[src/rtl/eventually_monitor.sv]
// Multi-channel bounded/unbounded eventually checker for emulation builds.
// Each channel arms on a trigger and expects its event inside a cycle window.
module eventually_monitor #(
  parameter int NCH     = 4,
  parameter int CW      = 8,
  parameter int MIN_DLY = 2,
  parameter int MAX_DLY = 5,
  parameter int STRONG  = 1,
  parameter int SCW     = 16
) (
  input  logic             clk,
  input  logic             rst,
  input  logic [NCH-1:0]   arm,
  input  logic [NCH-1:0]   evt,
  input  logic             eot,
  output logic [NCH-1:0]   busy,
  output logic [NCH-1:0]   pass,
  output logic [NCH-1:0]   fail,
  output logic [2*NCH-1:0] fail_cause,
  output logic [SCW-1:0]   pass_cnt,
  output logic [SCW-1:0]   fail_cnt
);

  typedef enum logic {IDLE, WAIT} st_t;

  localparam logic [CW-1:0]  MIN_C = CW'(MIN_DLY);
  localparam logic [CW-1:0]  MAX_C = CW'(MAX_DLY);
  localparam int             PW    = $clog2(NCH + 1);
  localparam int             SW    = SCW + PW;
  localparam logic [SCW-1:0] TOP   = {SCW{1'b1}};

  st_t            st    [NCH];
  st_t            st_n  [NCH];
  logic [CW-1:0]  cnt   [NCH];
  logic [CW-1:0]  cnt_n [NCH];
  logic [CW-1:0]  dn    [NCH];

  logic [NCH-1:0]   pass_n;
  logic [NCH-1:0]   fail_n;
  logic [2*NCH-1:0] cause_n;
  logic [PW-1:0]    np;
  logic [PW-1:0]    nf;
  logic [SW-1:0]    psum;
  logic [SW-1:0]    fsum;
  logic [SCW-1:0]   pc_n;
  logic [SCW-1:0]   fc_n;

  // elapsed delay if this edge resolves; saturates for the unbounded case
  always_comb begin
    for (int c = 0; c < NCH; c++) begin
      dn[c] = (&cnt[c]) ? cnt[c] : cnt[c] + CW'(1);
    end
  end

  always_comb begin
    pass_n  = '0;
    fail_n  = '0;
    cause_n = fail_cause;
    for (int c = 0; c < NCH; c++) begin
      st_n[c]  = st[c];
      cnt_n[c] = cnt[c];
      if (st[c] == IDLE) begin
        if (arm[c] && !eot) begin
          st_n[c]  = WAIT;
          cnt_n[c] = '0;
        end
      end else begin
        st_n[c] = IDLE;
        if (evt[c] && dn[c] < MIN_C) begin
          fail_n[c]        = 1'b1;
          cause_n[2*c +: 2] = 2'b01;
        end else if (evt[c] &&
                     (MAX_DLY == 0 || dn[c] <= MAX_C)) begin
          pass_n[c] = 1'b1;
        end else if (eot) begin
          if (STRONG != 0) begin
            fail_n[c]        = 1'b1;
            cause_n[2*c +: 2] = 2'b11;
          end else begin
            pass_n[c] = 1'b1;
          end
        end else if (MAX_DLY != 0 && dn[c] == MAX_C) begin
          fail_n[c]        = 1'b1;
          cause_n[2*c +: 2] = 2'b10;
        end else begin
          st_n[c]  = WAIT;
          cnt_n[c] = dn[c];
        end
      end
    end
  end

  always_comb begin
    np = '0;
    nf = '0;
    for (int c = 0; c < NCH; c++) begin
      np = np + PW'(pass_n[c]);
      nf = nf + PW'(fail_n[c]);
    end
    psum = SW'(pass_cnt) + SW'(np);
    fsum = SW'(fail_cnt) + SW'(nf);
    pc_n = (psum > SW'(TOP)) ? TOP : psum[SCW-1:0];
    fc_n = (fsum > SW'(TOP)) ? TOP : fsum[SCW-1:0];
  end

  always_ff @(posedge clk or posedge rst) begin
    if (rst) begin
      for (int c = 0; c < NCH; c++) begin
        st[c]  <= IDLE;
        cnt[c] <= '0;
      end
      pass       <= '0;
      fail       <= '0;
      fail_cause <= '0;
      pass_cnt   <= '0;
      fail_cnt   <= '0;
    end else begin
      for (int c = 0; c < NCH; c++) begin
        st[c]  <= st_n[c];
        cnt[c] <= cnt_n[c];
      end
      pass       <= pass_n;
      fail       <= fail_n;
      fail_cause <= cause_n;
      pass_cnt   <= pc_n;
      fail_cnt   <= fc_n;
    end
  end

  always_comb begin
    for (int c = 0; c < NCH; c++) begin
      busy[c] = (st[c] == WAIT);
    end
  end

endmodule
[config.mk]
export PLATFORM = sky130hd
export DESIGN_NAME = eventually_monitor
export DESIGN_NICKNAME = d
export VERILOG_FILES = /design/src/rtl/eventually_monitor.sv
export SDC_FILE = /design/constraint.sdc
export NUM_CORES = 1
export LEC_CHECK = 0
export BUFFER_PORTS_ARGS = -buffer_cell sky130_fd_sc_hd__buf_2
export CORE_MARGIN = 10
export CORE_UTILIZATION = 40
export CTS_CLUSTER_DIAMETER = 50
export DETAILED_ROUTE_END_ITERATION = 16
export PLACE_DENSITY = 0.71
export SYNTH_ARGS = -nofsm -noshare
export SYNTH_HDL_FRONTEND = slang
export SYNTH_SLANG_ARGS = --single-unit
[constraint.sdc]
create_clock -name clk -period 4.07 [get_ports clk]
set_input_delay 0.814 -clock clk [delete_from_list [all_inputs] [get_ports clk]]
set_output_delay 0.814 -clock clk [all_outputs]
set_load 0.05 [all_outputs]
==> key figures, run 1 <==
Floorplan
  – Die width: 131 µm
  – Die H: 131 µm
  – Site Rows: 40
  – Die area: 17,000 µm²
  – Core ar.: about 12,000 µm²
  – Starting density of the core: between 40% and 50%
  – IO Count: 63

Status
  – Outcome: complete, no violations

Critical path
  – Reg-to-Reg End: pass_cnt[8]$_DFF_PP0_
  – Critical path arrival: 4120 ps
  – Required @ worst endpoint: 4320 ps
  – Crit path launch type: flip-flop
  – Critical path class: flip-flop to flip-flop
  – Worst Reg2Reg Path Length in Cells: 19
  – Slowest cell on crit path: fa_1
  – Critical Path, Cell by Cell: buf_4, inv_1, ha_1, o2111a_1, a31oi_2, o221ai_2, and3_4, and3_1, fa_1, inv_1, fa_1, inv_2, fa_2, nand4_1, nor2_2, and2_4, nand3_1, buf_4, o21ai_0
  – Internal reg-to-reg setup slack: 200 ps
  – Max incr delay on CP: 500 ps
  – Max FO, Critical Path: 9
  – Worst R2R Start: cnt[9]$_DFFE_PP0P_
  – Crit path capture type: flip-flop

STA
  – Hold slack: 485 ps
  – Final Cycle Share: 95.0%
  – Final Hold Fails: 0
  – Worst-Margin Slew: 976 ps
  – Final setup vio count: 0
  – Max-slew violation count: 0
  – Crit path time final: slightly below 4000 ps
  – Setup ws final: 203 ps
  – Total Neg Setup Slack: 0 ps
  – Fin Clk Skew: 6.63 ps
  – Worst relative slew slack: 34.8%
  – Fmax: 259 MHz

CTS
  – Clk Latency, worst-skew pair: ~340 ps
  – H-tree levels: 3
  – Clk Tree Root Cell: clkbuf_16
  – TritonCTS clock tree: built
  – Clk sinks: 84
  – CTS Hold Buffers Added: 0
  – CTS Buf Count: 9
  – Clock Path Buffers: 2
  – CTS clock-pin slew for the worst setup and hold paths: 60 ps

Worst hold path
  – Hold Path Class: primary input to asynchronous set/reset pin

Detailed routing
  – First-pass iteration count of the detailed router: 4
  – DRT Wirelength: between 10 and 15 mm
  – Final ANT Viol Nets: 0
  – Vias: roughly 4,300
  – 1st-iter DRT viols: roughly 420
  – Avg WL per Cell: 16.6 µm
  – DRC viols: 0
  – Vias per std cell: 5.70

Synthesis
  – Avg Inst Size Synth: 9.45 µm²
  – Prevailing post-synth register cell: dfrtp_1
  – Post-synth top area cell: dfrtp_1
  – Post-synth EDFFs: 0
  – Sequential-to-total area share from yosys stat: 43.0%
  – Post-synthesis cell count: just over 500
  – Ranking of synthesized cells by area: dfrtp_1, nand2_1, nand3_1
  – Async set-reset flop share out of synthesis: 100%
  – Net count after synthesis: 541
  – Post-synth top area share: 43.0%
  – Synth Register Bits: between 80 and 90
  – Yosys warns: 0
  – Yosys cell types: 73
  – Post-synthesis cell area: 4890 µm²

Layout
  – Area Overhead vs Synth: 20.6%
  – Fillers: around 1,100
  – Layout cells sized above 1: 24.5%
  – Commonest non-fill, non-tap cell in the layout: dfrtp_1
  – Final #Nets: 626
  – Antenna cells: 0
  – Fin util: around half
  – Commonest cells after routing, fill and taps aside: dfrtp_1, buf_2, nand2_1
  – Final instance area: approximately 5900 µm²

Global route
  – Total track usage: 15.2%
  – Initial antenna violation count: 0
  – Remaining global-route overflow: 0
  – Pin count of the biggest net entering global routing: 31
  – Vias in the first global route: 4,318
  – First-pass GRT wire length: 21.0 mm

Pwr
  – P_int: 1.79 mW
  – Sequential share of power: 37.4%
  – Switching Fraction: 40.2%
  – Logic pwr share: 34.1%
  – P_leak: 2.79 nW
  – NetSw: 1.20 mW
  – Clock Power Share: roughly 28%
  – Max VDD drop: slightly below 600 µV
  – PD cells: 507 nW/µm²

Place
  – Dpl hpwl: 9.25 mm
  – GP Congestion: roughly 0.88
  – Placed cell area: 5480 µm²
  – Place WS: 135 ps
  – IO Port Bufs: 62

Run
  – Total of max-cap violations: 0
==> layout make-up <==
cell class	count	area [µm²]	area share [%]
Tap cell	147	184	3.12
Sequential cell	84	2100	35.7
Clock buffer	11	253	4.29
Clock inverter	5	58.8	0.998
Multi-Input combinational cell	387	2660	45.1
Inverter	31	118	2.00
Timing Repair Buffer	89	517	8.77
==> routing by layer <==
| layer | part of all wire (%) | vias to the layer above | GRT usage, % |
|---|---|---|---|
| met3 | 5.9 | 12 | 4.51 |
| met1 | 46 | 2091 | 19.8 |
| li1 | - | 2066 | - |
| met2 | 47 | 128 | 23.4 |
| met5 | 0 | - | 0 |
| met4 | 1.4 | 0 | 5.23 |
==> power by group through the flow <==
stage / Combinational, mW / Sequential [mW] / Clock [mW]
3_5_place_dp: 1.01 / 1.12 / 0
3_3_place_gp: 0.988 / 1.12 / 0
2_1_floorplan: 0.392 / 1.45 / 0
5_1_grt: 1.11 / 1.14 / 0.904
6_report: 1.02 / 1.12 / 0.852
4_1_cts: 1.02 / 1.11 / 0.872
==> synthesized netlist by cell type, drive strengths merged (3+ instances only) <==
master	count
and2	7
nand2	57
a22oi	4
o32a	4
clkbuf	6
or2	3
nor2	31
dfrtp	84
mux2i	7
o21a	6
a41oi	5
or3	3
a211oi	6
a31oi	8
a311oi	3
and3	16
o21ai	23
fa	6
buf	9
nor4	7
nor3	13
a21oi	30
nand4	15
a31o	3
o31ai	6
mux2	4
xor2	14
ha	7
nand3	33
xnor2	12
nor2b	9
nand2b	8
nor3b	4
inv	30
and4	3
==> per-stage QoR <==
| step | cells | power [mW] |
|---|---|---|
| floorplan | 517 | 1.85 |
| global route | 754 | 3.15 |
| global placement | 735 | 2.11 |
| finish | 754 | 2.99 |
| CTS | 751 | 3.00 |
| detailed placement | 735 | 2.13 |
==> worst max-delay path by stage <==
stage / startpoint / endpoint / slack, ps / depth (start not counted)
3_5_place_dp: evt[0] / fail_cnt[13]$_DFF_PP0_ / 140 / 14
6_report: cnt[9]$_DFFE_PP0P_ / pass_cnt[8]$_DFF_PP0_ / 200 / 19
5_1_grt: cnt[25]$_DFFE_PP0P_ / pass_cnt[8]$_DFF_PP0_ / -60 / 17
4_1_cts: cnt[8]$_DFFE_PP0P_ / pass_cnt[8]$_DFF_PP0_ / 70 / 18
2_1_floorplan: cnt[24]$_DFFE_PP0P_ / pass_cnt[10]$_DFF_PP0_ / 90 / 18
3_3_place_gp: evt[0] / fail_cnt[1]$_DFF_PP0_ / 210 / 14
==> state kept, by name, indices dropped and copies added (netlist names) <==
signal / cells
busy: 4
cnt: 32
fail: 4
fail_cause: 8
fail_cnt: 16
pass: 4
pass_cnt: 16
==> worst max-delay path, delay by kind of cell, from the launching register on <==
family          cells  cell delay (ps)
simple gates        6              910
fa+ha+maj           4             1330
flops               1              360
compound gates      4              670
buf+inv             5              520
==> cell families (layout without fill, tap and decap cells) <==
kind of cell,Yosys count,in the layout,share of synthesized area [%]
AO/OA/AOI/OAI,122,122,18.5
XOR/XNOR,26,26,4.66
adder cells (fa/ha/maj),13,13,4.25
buffers and inverters,46,136,4.07
flip-flops,84,84,43.0
multiplexers,11,11,2.36
AND/OR/NAND/NOR,215,215,23.1
==> timing repair <==
item	in CTS	in global routing
gates resized for setup	0	19
buffers inserted	0	3
endpoints found under the setup margin	0	29
No activity file was read; power rests on OpenSTA's default activity.
==> inputs of run 2 (changes only) <==
--- a/config.mk
+++ b/config.mk
@@ -11,6 +11,7 @@
 export CTS_CLUSTER_DIAMETER = 50
 export DETAILED_ROUTE_END_ITERATION = 16
 export PLACE_DENSITY = 0.71
+export RECOVER_POWER = 50
 export SYNTH_ARGS = -nofsm -noshare
 export SYNTH_HDL_FRONTEND = slang
 export SYNTH_SLANG_ARGS = --single-unit
==> run 2 against run 1 <==
First-iteration DRC count down 0.24%; highest routed layer unchanged; clock skew hardly changed; via count barely moved; the run now ends with capacitance limit, slew limit left.
==> key figures, run 2 (synthesis gave the netlist of run 1 again) <==
Pwr
  – Logic pwr share: 33.8% (-0.3 points)
  – Switching Fraction: 40.3% (+0.16 points)
  – Max VDD drop: 582 µV (-1.4%)
  – Sequential share of power: 37.6% (+0.2 points)
  – Clock Power Share: 28.6% (about the same)
  – NetSw: 1.20 mW (about the same)
  – P_leak: 2.70 nW (-3.4%)
  – PD cells: 507 nW/µm² (+0.16%)
  – P_int: 1.77 mW (-0.70%)

Floorplan
  – Site Rows: 40 (unchanged)
  – Starting density of the core: 40.7% (unchanged)
  – Core ar.: 12,000 µm² (unchanged)
  – Die width: 131 µm (unchanged)
  – Die H: 131 µm (unchanged)
  – IO Count: 63 (unchanged)
  – Die area: 17,000 µm² (unchanged)

Layout
  – Largest Register: cnt
  – Largest register FFs: 32 (unchanged)
  – Final #Nets: 626 (unchanged)
  – Layout cells sized above 1: 20.6% (-4.0 points)
  – Largest regs: cnt (32), fail_cnt (16), pass_cnt (16)
  – Antenna cells: 0 (unchanged)
  – Non-Filler Instances: 754 (unchanged)
  – Commonest non-fill, non-tap cell in the layout: dfrtp_1
  – Area Overhead vs Synth: 19.8%
  – Fin util: 48.8% (-0.29 points)
  – Commonest cells after routing, fill and taps aside: dfrtp_1, nand2_1, buf_2

STA
  – Worst relative slew slack: -12.9% (-48 points)
  – Final setup vio count: 0 (unchanged)
  – Fin Clk Skew: 6.55 ps (-0.0855 ps)
  – Fmax: 259 MHz (about the same)
  – Final Cycle Share: 95.0% (about the same)
  – Crit path time final: 3870 ps (-0.563 ps)
  – Worst-Margin Slew: 1690 ps (+718 ps)
  – Setup ws final: 203 ps (+0.563 ps)
  – Max-slew violation count: 31 (+31)
  – Final Hold Fails: 0 (unchanged)

Detailed routing
  – Avg WL per Cell: 16.6 µm (about the same)
  – Vias per std cell: 5.70 (about the same)
  – DRT Wirelength: 12.5 mm (about the same)
  – First-pass iteration count of the detailed router: 5 (+1)
  – 1st-iter DRT viols: 417 (-0.24%)
  – Vias: 4,298 (+0.023%)
  – Final ANT Viol Nets: 0 (unchanged)
  – DRC viols: 0 (unchanged)

Global route
  – Total track usage: 15.2% (unchanged)
  – Remaining global-route overflow: 0 (unchanged)
  – Vias in the first global route: 4,318 (unchanged)
  – First-pass GRT wire length: 21.0 mm (unchanged)
  – Initial antenna violation count: 0 (unchanged)
  – Pin count of the biggest net entering global routing: 31 (unchanged)

CTS
  – Clk Tree Root Cell: clkbuf_16
  – CTS clock-pin slew for the worst setup and hold paths: 60 ps (about the same)
  – H-tree levels: 3 (unchanged)
  – CTS Hold Buffers Added: 0 (unchanged)
  – Clk sinks: 84 (unchanged)
  – Clk Latency, worst-skew pair: 340 ps (about the same)
  – CTS Buf Count: 9 (unchanged)
  – TritonCTS clock tree: built
  – Clock Path Buffers: 2 (unchanged)

Place
  – IO Port Bufs: 62 (unchanged)
  – Dpl hpwl: 9.25 mm (unchanged)
  – Inst Count DP: 735 (unchanged)
  – Place WS: 135 ps (unchanged)
  – GP Congestion: 0.882 (unchanged)

Critical path
  – Setup crit start: cnt[9]$_DFFE_PP0P_
  – Required @ worst endpoint: 4320 ps (about the same)
  – Crit path capture type: flip-flop
  – Critical path class: flip-flop to flip-flop
  – Worst R2R Start: cnt[9]$_DFFE_PP0P_
  – Max FO, Critical Path: 9 (unchanged)
  – Critical path arrival: 4120 ps (about the same)
  – Crit path launch type: flip-flop

Worst hold path
  – Hold Path Class: flip-flop to flip-flop
  – Hold Crit Start: pass_cnt[13]$_DFF_PP0_

Status
  – Outcome: complete, but fails checks
  – Violated checks: capacitance limit, slew limit

Run
  – Total of max-cap violations: 1 (+1)
==> run 2: changes by cell type in the layout (fill, tap and decap cells not counted), sizes merged <==
cell	delta
buf	-24
clkbuf	+24
clkinv	-1
clkinvlp	+1
==> run 2: critical path, cell delays in order, from the launching register on <==
cell      delay (ps)
dfrtp_1          360
buf_4            150
inv_1             50
ha_1             220
o2111a_1         260
a31oi_2          170
o221ai_2         150
and3_4           210
and3_1           190
fa_1             500
inv_1             50
fa_1             380
inv_2             80
fa_2             230
nand4_1          130
nor2_2           130
and2_4           160
nand3_1           90
buf_4            180
o21ai_0           90
==> run 2: through the flow <==
step	setup TNS, ps	area (µm²)	hold slack [ps]	total power [mW]
detailed placement	0	5480	510	2.13
finish	0	5860	524	2.97
CTS	0	5790	491	3.00
global placement	0	5480	487	2.11
global route	-134	5860	542	3.14
floorplan	0	4890	498	1.85
==> run 2: cell type report <==
type,count,area [µm²]
sequential,84,2100
clock inverter,5,58.8
fill,1152,6150
inverter,31,118
timing repair buffer,89,482
clock buffer,11,253
multi-input combinational,387,2660
tap,147,184
==> run 2: worst paths after layout <==
check	endpoint	slack, ps	cells past startpoint
max	pass_cnt[8]$_DFF_PP0_	200	19
min	pass_cnt[13]$_DFF_PP0_	520	2
max reg2reg	pass_cnt[8]$_DFF_PP0_	200	19
min reg2reg	pass_cnt[13]$_DFF_PP0_	520	2
max in group asynchronous	cnt[10]$_DFFE_PP0P_	1120	3
min in group asynchronous	pass_cnt[7]$_DFF_PP0_	740	2
==> run 2: repair_timing <==
| item | CTS | global route |
|---|---|---|
| setup buffers | 0 | 3 |
| gates resized for setup | 0 | 19 |
| setup endpoints to repair | 0 | 29 |
==> run 2: power groups by stage <==
stage                     clock (mW)  combinational (mW)  sequential (mW)
after floorplan                    0               0.392             1.45
after global placement             0               0.988             1.12
after detailed placement           0                1.01             1.12
after CTS                      0.872                1.02             1.11
after global routing           0.904                1.10             1.14
final                          0.851                1.01             1.12
==> run 2: layer usage <==
metal	track usage, %	share of wire, %	up-vias
li1	-	-	2066
met1	19.8	46	2091
met2	23.4	47	129
met3	4.51	5.8	12
met4	5.23	1.4	0
met5	0	0	-
==> inputs of run 3 (changes only) <==
--- a/config.mk
+++ b/config.mk
@@ -12,6 +12,7 @@
 export DETAILED_ROUTE_END_ITERATION = 16
 export PLACE_DENSITY = 0.71
 export RECOVER_POWER = 50
+export REMOVE_ABC_BUFFERS = 1
 export SYNTH_ARGS = -nofsm -noshare
 export SYNTH_HDL_FRONTEND = slang
 export SYNTH_SLANG_ARGS = --single-unit
==> run 3 against run 2 <==
The flow still finishes with violations (capacitance limit, slew limit); utilization grew 0.41 points; global-route usage shrank 0.18 points; register-to-register slack lost 99 ps; clock power grew 3.4%; combinational power is essentially flat; critical path depth shrank 2; final area grew 0.83%; non-clock buffer count grew 5; via count shrank 0.49%; worst setup slack lost 99 ps; highest routed layer unchanged.
==> key figures, run 3 (synthesis gave the netlist of run 1 again) <==
Status
  – Outcome: complete, but fails checks
  – Violated checks: capacitance limit, slew limit

Detailed routing
  – DRT Wirelength: 12.6 mm (+0.47%)
  – DRC viols: 0 (unchanged)
  – Vias: 4,277 (-0.49%)
  – Avg WL per Cell: 16.6 µm (-0.19%)
  – Final ANT Viol Nets: 0 (unchanged)
  – Vias per std cell: 5.64 (-1.1%)
  – First-pass iteration count of the detailed router: 5 (unchanged)
  – 1st-iter DRT viols: 307 (-26%)

Pwr
  – NetSw: 1.18 mW (-1.2%)
  – P_leak: 2.72 nW (+1.1%)
  – Max VDD drop: 500 µV (-14%)
  – Switching Fraction: 39.4% (-0.91 points)
  – Logic pwr share: 33.8% (about the same)
  – Tot Pwr: 3.01 mW (+1.1%)
  – Clock Power Share: 29.3% (+0.7 points)
  – P_int: 1.82 mW (+2.7%)
  – PD cells: 509 nW/µm² (+0.28%)
  – Sequential share of power: 36.9% (-0.7 points)

Worst hold path
  – Hold Path Class: flip-flop to flip-flop

Layout
  – Area Overhead vs Synth: 20.8%
  – Commonest cells after routing, fill and taps aside: dfrtp_1, nand2_1, buf_2
  – Antenna cells: 0 (unchanged)
  – Largest register FFs: 32 (unchanged)
  – Largest regs: cnt (32), fail_cnt (16), pass_cnt (16)
  – Non-Filler Instances: 759 (+0.66%)
  – Final #Nets: 631 (+0.80%)
  – Layout cells sized above 1: 20.9% (+0.32 points)
  – Commonest non-fill, non-tap cell in the layout: dfrtp_1
  – Largest Register: cnt

Global route
  – Remaining global-route overflow: 0 (unchanged)
  – Pin count of the biggest net entering global routing: 44 (+42%)
  – Total track usage: 15.0% (-0.18 points)
  – Vias in the first global route: 4,259 (-1.4%)
  – Initial antenna violation count: 0 (unchanged)
  – First-pass GRT wire length: 20.9 mm (-0.30%)

Floorplan
  – Site Rows: 40 (unchanged)
  – Die H: 131 µm (unchanged)
  – IO Count: 63 (unchanged)
  – Starting density of the core: 40.7% (unchanged)
  – Core ar.: 12,000 µm² (unchanged)
  – Die area: 17,000 µm² (unchanged)
  – Die width: 131 µm (unchanged)

STA
  – Final Cycle Share: 97.4% (+2.4 points)
  – Crit path time final: 3970 ps (+99.0 ps)
  – Final Hold Fails: 0 (unchanged)
  – Max-slew violation count: 86 (+180%)
  – RSZ-0062 raised after global routing: yes
  – Final setup vio count: 0 (unchanged)
  – Worst-Margin Slew: 2270 ps (+574 ps)
  – Fin Clk Skew: 7.64 ps (+1.09 ps)
  – Fmax: 252 MHz (-2.5%)
  – Worst relative slew slack: -51.2% (-38 points)

Place
  – Dpl hpwl: 9.21 mm (-0.39%)
  – Inst Count DP: 740 (+0.68%)
  – IO Port Bufs: 62 (unchanged)
  – GP Congestion: 0.895 (+1.4%)

Critical path
  – Required @ worst endpoint: 4350 ps (+30 ps)
  – Crit path launch type: flip-flop
  – Critical path arrival: 4240 ps (+120 ps)
  – Critical path class: flip-flop to flip-flop
  – Max FO, Critical Path: 6 (-3)
  – Crit path capture type: flip-flop

CTS
  – CTS Buf Count: 9 (unchanged)
  – Clock Path Buffers: 2 (unchanged)
  – CTS clock-pin slew for the worst setup and hold paths: 60 ps (about the same)
  – Clk Latency, worst-skew pair: 340 ps (about the same)
  – Clk sinks: 84 (unchanged)
  – Clk Tree Root Cell: clkbuf_16
  – TritonCTS clock tree: built
  – H-tree levels: 3 (unchanged)

Run
  – Total of max-cap violations: 2 (+1)
[run 3: changes by cell type in the layout (fill, tap and decap cells not counted), moves of 2 or more]
cell      previous run  this run
buf_4               24        29
clkbuf_1            24        27
nor3_1              12        10
nor3_2               1         3
[run 3: cell type report]
cell class / instances / area [µm²]
fill: 1109 / 6110
clock buffer: 12 / 246
timing repair buffer: 94 / 512
multi-input combinational: 387 / 2670
tap: 147 / 184
clock inverter: 4 / 72.6
inverter: 31 / 118
sequential: 84 / 2100
[run 3: stage by stage]
stage | hold WS, ps | setup TNS [ps] | utilization, % | setup WS [ps] | cell area (µm²)
floorplan | 498 | -27.0 | - | -15.4 | 4800
global placement | 494 | 0 | 45.9 | 128 | 5520
detailed placement | 506 | -28.6 | 45.9 | -12.9 | 5520
CTS | 522 | 0 | 48.7 | 32.3 | 5850
global route | 565 | -100 | 49.2 | -35.6 | 5910
finish | 511 | 0 | 49.2 | 104 | 5910
[run 3: metal layers]
metal / wire length, µm / vias to the layer above / track usage (%)
li1: - / 2065 / -
met5: 0 / - / 0
met1: 5640 / 2098 / 18.9
met4: 162 / 0 / 4.97
met2: 6140 / 100 / 24.4
met3: 643 / 14 / 3.95
[run 3: final timing paths]
kind | startpoint | to | slack, ps | cells past startpoint
min in group asynchronous | rst | cnt[18]$_DFFE_PP0P_ | 1290 | 3
max in group asynchronous | rst | cnt[10]$_DFFE_PP0P_ | 1360 | 3
min reg2reg | fail_cause[3]$_DFFE_PP0P_ | fail_cause[3]$_DFFE_PP0P_ | 510 | 2
max reg2reg | cnt[8]$_DFFE_PP0P_ | pass_cnt[13]$_DFF_PP0_ | 100 | 17
min | fail_cause[3]$_DFFE_PP0P_ | fail_cause[3]$_DFFE_PP0P_ | 510 | 2
max | cnt[8]$_DFFE_PP0P_ | pass_cnt[13]$_DFF_PP0_ | 100 | 17
[run 3: worst max-delay path, cell delays in order (launching register included)]
cell     delay, ps
dfrtp_1        410
ha_2           230
and3_2         260
nor4b_4        140
o32a_2         410
and3_4         180
and3_1         190
fa_1           490
inv_1           50
fa_1           370
inv_1           80
fa_1           180
nand4_1        130
nor2_2         190
and2_4         190
nand3_2        140
buf_4          190
nand2_1         70
[run 3: timing repair]
action,in CTS,in global routing
pin swaps,0,5
cloned,0,0
hold buffers,0,0
buffers inserted,0,3
gates resized for setup,3,17
endpoints found under the setup margin,23,30
hold endpoints to repair,0,0
[run 3: power by group through the flow]
stage	Sequential, mW	Clock (mW)	Combinational [mW]
final	1.11	0.880	1.02
after floorplan	1.46	0	0.385
after CTS	1.11	0.898	1.04
after global placement	1.11	0	1.01
after detailed placement	1.12	0	1.03
after global routing	1.13	0.932	1.11
